### src/rtl/bo_datapath_if.sv
// Signal bundle between the BC control FSM (master) and the BO datapath (slave).
// It carries the control strobes, the operands, the status flags and the result handshake.
interface bo_datapath_if #(
    parameter int WIDTH = 8,
    parameter int CNT_W = 4
);
    logic             LX;
    logic             LS;
    logic             LH;
    logic             H;
    logic             LR;
    logic [WIDTH-1:0] x_in;
    logic [CNT_W-1:0] n_in;
    logic             result_ready;
    logic [WIDTH-1:0] s_out;
    logic             h_zero;
    logic             ovf;
    logic             lr_busy;
    logic [WIDTH-1:0] result;
    logic             result_valid;

    modport master (
        output LX, LS, LH, H, LR, x_in, n_in, result_ready,
        input  s_out, h_zero, ovf, lr_busy, result, result_valid
    );

    modport slave (
        input  LX, LS, LH, H, LR, x_in, n_in, result_ready,
        output s_out, h_zero, ovf, lr_busy, result, result_valid
    );
endinterface

### src/rtl/bo_datapath.sv
// Datapath computing S = X * N by repeated addition under external strobe control.
// The final S is handed downstream through a valid/ready result register.
module bo_datapath #(
    parameter int WIDTH = 8,
    parameter int CNT_W = 4
) (
    input logic              clk,
    input logic              rst_n,
    bo_datapath_if.slave     bus
);
    logic [WIDTH-1:0] x_reg;
    logic [WIDTH-1:0] s_reg;
    logic [CNT_W-1:0] h_reg;
    logic             ovf_reg;
    logic [WIDTH-1:0] result_reg;
    logic             result_valid_reg;

    logic [WIDTH:0]   sum;
    logic             lr_accept;

    // The extra top bit of the sum captures the carry-out for the sticky overflow flag.
    assign sum       = {1'b0, s_reg} + {1'b0, x_reg};
    assign lr_accept = bus.LR & (~result_valid_reg | bus.result_ready);

    always_ff @(posedge clk) begin
        if (!rst_n) begin
            x_reg            <= '0;
            s_reg            <= '0;
            h_reg            <= '0;
            ovf_reg          <= 1'b0;
            result_reg       <= '0;
            result_valid_reg <= 1'b0;
        end else begin
            if (bus.LX) begin
                x_reg <= bus.x_in;
            end

            if (bus.LS) begin
                if (bus.H) begin
                    s_reg   <= sum[WIDTH-1:0];
                    ovf_reg <= ovf_reg | sum[WIDTH];
                end else begin
                    s_reg   <= '0;
                    ovf_reg <= 1'b0;
                end
            end

            // The counter saturates at zero rather than wrapping.
            if (bus.LH) begin
                if (!bus.H) begin
                    h_reg <= bus.n_in;
                end else if (h_reg != '0) begin
                    h_reg <= h_reg - CNT_W'(1);
                end
            end

            if (lr_accept) begin
                result_reg       <= s_reg;
                result_valid_reg <= 1'b1;
            end else if (result_valid_reg && bus.result_ready) begin
                result_valid_reg <= 1'b0;
            end
        end
    end

    assign bus.s_out        = s_reg;
    assign bus.h_zero       = (h_reg == '0);
    assign bus.ovf          = ovf_reg;
    assign bus.lr_busy      = result_valid_reg & ~bus.result_ready;
    assign bus.result       = result_reg;
    assign bus.result_valid = result_valid_reg;
endmodule

### src/flat_wrapper.sv
// flat-port wrapper written by rule: the top's interface ports become plain ports
module bo_datapath_flat 
#(
    parameter int WIDTH = 8,
    parameter int CNT_W = 4
)
  (clk, rst_n, bus_LX, bus_LS, bus_LH, bus_H, bus_LR, bus_x_in, bus_n_in, bus_result_ready, bus_s_out, bus_h_zero, bus_ovf, bus_lr_busy, bus_result, bus_result_valid);
  bo_datapath_if #(.WIDTH(WIDTH), .CNT_W(CNT_W)) bus_i ();
  input logic clk;
  input logic rst_n;
  input wire logic [$bits(bus_i.LX)-1:0] bus_LX;
  input wire logic [$bits(bus_i.LS)-1:0] bus_LS;
  input wire logic [$bits(bus_i.LH)-1:0] bus_LH;
  input wire logic [$bits(bus_i.H)-1:0] bus_H;
  input wire logic [$bits(bus_i.LR)-1:0] bus_LR;
  input wire logic [$bits(bus_i.x_in)-1:0] bus_x_in;
  input wire logic [$bits(bus_i.n_in)-1:0] bus_n_in;
  input wire logic [$bits(bus_i.result_ready)-1:0] bus_result_ready;
  output wire logic [$bits(bus_i.s_out)-1:0] bus_s_out;
  output wire logic [$bits(bus_i.h_zero)-1:0] bus_h_zero;
  output wire logic [$bits(bus_i.ovf)-1:0] bus_ovf;
  output wire logic [$bits(bus_i.lr_busy)-1:0] bus_lr_busy;
  output wire logic [$bits(bus_i.result)-1:0] bus_result;
  output wire logic [$bits(bus_i.result_valid)-1:0] bus_result_valid;
  assign bus_i.LX = bus_LX;
  assign bus_i.LS = bus_LS;
  assign bus_i.LH = bus_LH;
  assign bus_i.H = bus_H;
  assign bus_i.LR = bus_LR;
  assign bus_i.x_in = bus_x_in;
  assign bus_i.n_in = bus_n_in;
  assign bus_i.result_ready = bus_result_ready;
  assign bus_s_out = bus_i.s_out;
  assign bus_h_zero = bus_i.h_zero;
  assign bus_ovf = bus_i.ovf;
  assign bus_lr_busy = bus_i.lr_busy;
  assign bus_result = bus_i.result;
  assign bus_result_valid = bus_i.result_valid;
  bo_datapath #(.WIDTH(WIDTH), .CNT_W(CNT_W)) u_core (.clk(clk), .rst_n(rst_n), .bus(bus_i));
endmodule
### config.mk
export PLATFORM = sky130hd
export DESIGN_NAME = bo_datapath_flat
export DESIGN_NICKNAME = d
export VERILOG_FILES = /design/src/rtl/bo_datapath_if.sv /design/src/rtl/bo_datapath.sv /design/src/flat_wrapper.sv
export SDC_FILE = /design/constraint.sdc
export NUM_CORES = 1
export LEC_CHECK = 0
export CAP_MARGIN = 20
export CORE_MARGIN = 1.5
export CORE_UTILIZATION = 50
export CTS_BUF_LIST = sky130_fd_sc_hd__clkbuf_4
export DETAILED_ROUTE_END_ITERATION = 10
export HOLD_SLACK_MARGIN = 0.05
export PLACE_DENSITY = 0.85
export SYNTH_ARGS = -nofsm -noshare
export SYNTH_HDL_FRONTEND = slang
export SYNTH_SLANG_ARGS = --single-unit
### constraint.sdc
create_clock -name clk -period 2.15 [get_ports clk]
set_clock_uncertainty 0.1 [all_clocks]
set_input_delay 0.43 -clock clk [delete_from_list [all_inputs] [get_ports clk]]
set_output_delay 0.43 -clock clk [all_outputs]
set_load 0.005 [all_outputs]
==> run summary, run 1 <==
PwrDens: 545 nW/um^2
Least-Margin Pin Slew: 0.491 ns
Worst setup EP type: output pin
Total Wirelength: 3.46 mm
Setup TNS: 0 ns
Final ANT Viol Nets: 0
R2r setup slk: 0.18 ns
Placed Cells incl. Taps: 237
First-pass GRT wire length: 5.68 mm
Crit path max fanout: 3
Worst stage delay on the critical path: 0.53 ns
Vias in the first global route: 1330
Endpoints failing setup: 0
Maximum buffer depth of the clock tree: 2
Filler instances: 244
Post-DR vias/cell: 5.35
DP HPWL: 2.65 mm
Cell Count, Final, Fillers Out: 247
Synth Instances: 158
Synthesized area per cell: 10.0 um^2
Max-cap violations: 0
Synthesized net count: 188
Hold Path Class: flop to flop
Die area: 3520 um^2
Sequential Power Share: 52.4%
CP Data Arrival Time: 1.54 ns
X dimension of the die: 59.3 um
ANT cells: 0
DRT iter0 DRCs: 35
R2R Path End: u_core.bus.s_out[6]$_SDFFE_PN0P_
Switching share of power: 26.7%
Layout cell share with drive strength beyond 1: 11.3%
Main synth FF type: dfxtp_1
Mapped Area: 1590 um^2
Final Max Tran Viols: 0
Startpoint class of the critical path: input port
Status: finished, final reports clean
Syn. warnings: 0
Pleak: 0.870 nW
RSZ-0062 raised after global routing: false
Most frequent CP cell: clkdlybuf4s50_1
CTS tree: yes
Worst skew pair latency: 0.33 ns
Hold path depth: 2
Post-synthesis async set-or-reset flop share: 0%
Pre-Repair DR Iteration Count: 4
Int Power: 0.000832 W
Clk pin slew, worst setup/hold paths: 0.08 ns
FF-to-FF Start: u_core.bus.s_out[0]$_SDFFE_PN0P_
Worst VDD drop: 402 uV
Number of antenna violations at the first check in global routing: 0
H-tree Lvls: 2
Core Region: 3030 um^2
Comb power frac: 18.8%
DRC violations left: 0
Max-slew headroom: 67.2%
Root Buffer: clkbuf_4
CP Cell Sequence: clkdlybuf4s50_1 -> nor2b_1 -> clkdlybuf4s50_1
GPL Wtd Cong: 0.779
Largest net degree at the start of global routing: 26
# IOs: 40
Critical path type: input port to output pin
Via count: 1321
Die Y-Extent: 59.3 um
CTS Buf Count: 5
Starting Density: 52.4%
Clock power frac: 28.8%
Crit share post-route: 96.1%
Sequential fraction of the synthesis area: 37.9%
Worst setup path end: bus_lr_busy
Crit path time final: 2.07 ns
Flops & latches, synth: 30
WL per Instance: 14.0 um
Layout overhead on the synthesized area: 31.4%
Final hold viol count: 0
# port buffers: 39
GR Util All Layers: 21.5%
Worst endpoint required time: 1.62 ns
Total Nets Final: 232
Post-synth EDFFs: 0
R2R cell count: 7
Cell row count: 20
Worst-path cell with the longest stage delay: clkdlybuf4s50_1
Overflow after GRT: 0
Library cells used by synthesis: 42
Max Clock Freq: 484 MHz
Critical path startpoint: bus_result_ready
P_sw: 0.000304 W
CTS sink cnt: 30
==> power by group through the flow <==
stage                     Clock [W]  Sequential (W)  Combinational (W)
final                      0.000327        0.000596           0.000214
after global routing       0.000355        0.000598           0.000233
after CTS                  0.000334        0.000595           0.000214
after detailed placement          0        0.000608           0.000208
after global placement            0        0.000607           0.000198
after floorplan                   0        0.000604           0.000127
==> cell families after synthesis <==
| group | synth area share, % |
|---|---|
| xor gates and xnor gates | 0.552 |
| and+or+nand+nor | 18.7 |
| muxes | 10.1 |
| buffers and inverters | 5.13 |
| adders and majority gates | 8.36 |
| AOI/OAI and AO/OA | 19.3 |
| DFF | 37.9 |
==> worst max-delay path: cells and delay by family <==
family / cells / cell delay [ns]
buffers and inverters: 2 / 0.93
AND/OR/NAND/NOR: 1 / 0.18
==> through the flow <==
stage	setup WS (ns)	hold slack (ns)	area [um^2]	power (W)	util (%)
floorplan	0.224	0.344	1590	0.000731	-
global placement	0.112	0.360	2000	0.000805	66.2
detailed placement	0.0633	0.378	2000	0.000816	66.2
CTS	0.0182	0.389	2060	0.00114	68.2
global route	0.0137	0.415	2080	0.00119	68.8
finish	0.0832	0.388	2080	0.00114	68.8
==> repair_timing <==
item	CTS	global route
endpoints found under the setup margin	1	3
endpoints found under the hold margin	0	0
cloned	0	0
pin swaps	0	1
buffers inserted	1	1
resized for setup	0	5
hold buffers	0	0
==> cell usage after synthesis (4+ instances only) <==
cell type | instances | area, um^2
dfxtp_1 | 30 | 601
nand2_1 | 4 | 15.0
nor2_1 | 6 | 22.5
a21o_1 | 4 | 30.0
o21ai_0 | 4 | 20.0
mux2i_1 | 16 | 160
ha_1 | 9 | 113
nand3_1 | 4 | 20.0
nor2b_1 | 22 | 138
a22oi_1 | 4 | 30.0
==> routing by layer <==
metal	part of all wire, %	global-route usage [%]
met5	0	0
met4	0.61	7.14
met3	4.5	6.33
met2	53	37.8
met1	42	24.7
==> cells in the final DEF, fill, tap and decap left out, types with 2 or more instances in the layout <==
master            n
a211oi_2          3
nand2b_1          3
ha_1              8
nand3_1           4
nor2_1            6
a211o_1           3
clkdlybuf4s50_1  38
a21o_1            4
buf_4             6
a22oi_1           4
o21ai_0           4
nor3_1            3
nand2_1           4
o21bai_1          2
o2111ai_1         2
nor2b_1          22
o211ai_1          3
clkbuf_4          6
a21boi_1          3
dfxtp_1          30
mux2i_1          16
nand4_1           3
inv_1             2
a21oi_1           2
nand3b_1          3
==> final cells by class <==
class	count	area (um^2)	share of cell area, %
Clock inverter	2	8.76	0.420
Multi-Input combinational cell	116	915	43.9
Inverter	4	22.5	1.08
Clock buffer	6	45.0	2.16
Timing Repair Buffer	45	438	21.0
Tap cell	44	55.1	2.64
Sequential cell	30	601	28.8
==> worst min-delay path by stage <==
stage,from,endpoint,slack (ns)
finish,u_core.h_reg[1]$_SDFFE_PN0P_,u_core.h_reg[1]$_SDFFE_PN0P_,0.39
global route,u_core.h_reg[1]$_SDFFE_PN0P_,u_core.h_reg[1]$_SDFFE_PN0P_,0.41
CTS,u_core.h_reg[1]$_SDFFE_PN0P_,u_core.h_reg[1]$_SDFFE_PN0P_,0.39
detailed placement,u_core.h_reg[1]$_SDFFE_PN0P_,u_core.h_reg[1]$_SDFFE_PN0P_,0.38
global placement,u_core.h_reg[1]$_SDFFE_PN0P_,u_core.h_reg[1]$_SDFFE_PN0P_,0.36
floorplan,u_core.h_reg[1]$_SDFFE_PN0P_,u_core.h_reg[1]$_SDFFE_PN0P_,0.34
No activity file was read; power rests on OpenSTA's default activity.
==> inputs of run 2 (changes only) <==
CORE_MARGIN = default   (was 1.5)
CORE_UTILIZATION = 48   (was 50)
CTS_BUF_LIST = sky130_fd_sc_hd__clkbuf_4 sky130_fd_sc_hd__clkbuf_8 sky130_fd_sc_hd__clkbuf_16   (was sky130_fd_sc_hd__clkbuf_4)
PLACE_DENSITY = 0.82   (was 0.85)
==> run summary, run 2 (synthesis gave the netlist of run 1 again) <==
Status: finished, final reports clean (unchanged)
Endpoints failing setup: 0 (unchanged)
DRC violations left: 0 (unchanged)
Maximum buffer depth of the clock tree: 2 (unchanged)
Clk pin slew, worst setup/hold paths: 0.08 ns (about the same)
ANT cells: 0 (unchanged)
Layout cell share with drive strength beyond 1: 10.9% (was 11.3%)
R2R Path End: u_core.bus.s_out[6]$_SDFFE_PN0P_ (unchanged)
X dimension of the die: 59.5 um (was 59.3 um)
Starting Density: 51.1% (was 52.4%)
Hold_buf cts: 0 (unchanged)
H-tree Lvls: 2 (unchanged)
Most frequent CP cell: clkdlybuf4s50_1 (unchanged)
Root Buffer: clkbuf_4 (unchanged)
# IOs: 40 (unchanged)
Final hold viol count: 0 (unchanged)
Fin worst setup slack: 0.0692 ns (was 0.0832 ns)
Startpoint class of the critical path: input port (unchanged)
Hold Path Class: flop to flop (unchanged)
Overall Power: 0.00113 W (was 0.00114 W)
Worst VDD drop: 340 uV (was 402 uV)
Max-slew headroom: 65.3% (was 67.2%)
First-pass GRT wire length: 5.74 mm (was 5.68 mm)
Via count: 1339 (was 1321)
Worst endpoint required time: 1.62 ns (about the same)
Met2 Usage GRT: 36.6% (was 37.8%)
Pre-Repair DR Iteration Count: 4 (unchanged)
Max Clock Freq: 481 MHz (was 484 MHz)
Post-DR vias/cell: 5.47 (was 5.35)
GR Util All Layers: 22.3% (was 21.5%)
Worst-path cell with the longest stage delay: clkdlybuf4s50_1 (unchanged)
Core Region: 3100 um^2 (was 3030 um^2)
DP HPWL: 2.60 mm (was 2.65 mm)
CTS Buf Count: 5 (unchanged)
CTS tree: yes (unchanged)
Overflow after GRT: 0 (unchanged)
Met3 GRT Util: 5.46% (was 6.33%)
Layout overhead on the synthesized area: 30.8% (was 31.4%)
Worst setup path end: bus_lr_busy (unchanged)
Critical path type: input port to output pin (unchanged)
CTS sink cnt: 30 (unchanged)
DRT iter0 DRCs: 13 (was 35)
Final ANT Viol Nets: 0 (unchanged)
WL per Instance: 14.1 um (was 14.0 um)
RSZ-0062 raised after global routing: false (unchanged)
Place WS: 0.0524 ns (was 0.0633 ns)
Worst skew pair latency: 0.32 ns (was 0.33 ns)
Crit path max fanout: 3 (unchanged)
Number of antenna violations at the first check in global routing: 0 (unchanged)
Final Max Tran Viols: 0 (unchanged)
Total Wirelength: 3.46 mm (about the same)
CP Cell Sequence: clkdlybuf4s50_1 -> nor2b_1 -> clkdlybuf4s50_1 (unchanged)
PwrDens: 546 nW/um^2 (was 545 nW/um^2)
Least-Margin Pin Slew: 0.519 ns (was 0.491 ns)
Most common cell after layout, fill and taps aside: clkdlybuf4s50_1 (unchanged)
GRT met1 Usage: 26.3% (was 24.7%)
FF-to-FF Start: u_core.bus.s_out[0]$_SDFFE_PN0P_ (unchanged)
R2r setup slk: 0.12 ns (was 0.18 ns)
Worst stage delay on the critical path: 0.53 ns (about the same)
Worst setup EP type: output pin (unchanged)
Setup TNS: 0 ns (unchanged)
Max-cap violations: 0 (unchanged)
Vias in the first global route: 1319 (was 1330)
Total Nets Final: 231 (was 232)
Pleak: 0.865 nW (was 0.870 nW)
# port buffers: 39 (unchanged)
Critical path startpoint: bus_result_ready (unchanged)
Die Y-Extent: 59.5 um (was 59.3 um)
GR peak layer: met2 (unchanged)
Cell row count: 20 (unchanged)
Most frequent cells in the layout: clkdlybuf4s50_1, dfxtp_1, nor2b_1 (unchanged)
GPL Wtd Cong: 0.884 (was 0.779)
R2R cell count: 7 (unchanged)
Die area: 3540 um^2 (was 3520 um^2)
CP Data Arrival Time: 1.55 ns (was 1.54 ns)
Largest net degree at the start of global routing: 19 (was 26)
Crit path time final: 2.08 ns (was 2.07 ns)
Crit share post-route: 96.8% (was 96.1%)
run 2: cell types whose count changed in the layout (fill, tap and decap cells not counted):
cell	delta
clkinv_2	-1
clkbuf_4	+1
clkinv_1	-1
buf_4	-1
run 2: critical path, delay by kind of cell:
family,cells,cell delay (ns)
buffers and inverters,2,0.93
and+or+nand+nor,1,0.19
run 2: final cells by class:
type,count,area [um^2]
Clock buffer,7,52.6
Fill cell,281,1030
Inverter,4,22.5
Multi-Input combinational cell,116,915
Sequential cell,30,601
Tap cell,44,55.1
Timing Repair Buffer,44,430
run 2: routing by layer:
metal	up-vias	share of wire, %
met3	10	4.3
met1	632	42
met4	0	2.6
li1	662	-
met2	35	51
met5	-	0
run 2: how the worst min path moves through the flow:
stage	startpoint	to	slack [ns]	cells after the start
3_3_place_gp	u_core.h_reg[1]$_SDFFE_PN0P_	u_core.h_reg[1]$_SDFFE_PN0P_	0.36	2
2_1_floorplan	u_core.h_reg[1]$_SDFFE_PN0P_	u_core.h_reg[1]$_SDFFE_PN0P_	0.34	2
6_report	u_core.h_reg[1]$_SDFFE_PN0P_	u_core.h_reg[1]$_SDFFE_PN0P_	0.37	2
4_1_cts	u_core.h_reg[1]$_SDFFE_PN0P_	u_core.h_reg[1]$_SDFFE_PN0P_	0.37	2
5_1_grt	u_core.h_reg[1]$_SDFFE_PN0P_	u_core.h_reg[1]$_SDFFE_PN0P_	0.43	2
3_5_place_dp	u_core.h_reg[1]$_SDFFE_PN0P_	u_core.h_reg[1]$_SDFFE_PN0P_	0.36	2
run 2: power by group:
group	switching, W	internal [W]	leakage (nW)
logic	0.0000952	0.000119	0.589
clock network	0.000176	0.000148	0.0322
registers	0.0000174	0.000577	0.245
total	0.000289	0.000845	0.865
run 2: what timing repair did:
item | CTS | global route
endpoints found under the setup margin | 1 | 3
resized for setup | 0 | 5
setup buffers | 1 | 0
run 2: through the flow:
stage | utilization [%] | cells | hold slack, ns | area [um^2]
3_5_place_dp | 64.6 | 237 | 0.358 | 2000
5_1_grt | 66.9 | 245 | 0.428 | 2080
2_1_floorplan | - | 158 | 0.344 | 1590
4_1_cts | 66.5 | 245 | 0.371 | 2060
6_report | 66.9 | 245 | 0.372 | 2080
3_3_place_gp | 64.6 | 237 | 0.357 | 2000
==> inputs of run 3 (changes only) <==
SLEW_MARGIN = 20   (was default)
==> results of run 3 <==
Same layout as run 2: the final DEF is identical, and so are final timing and power.
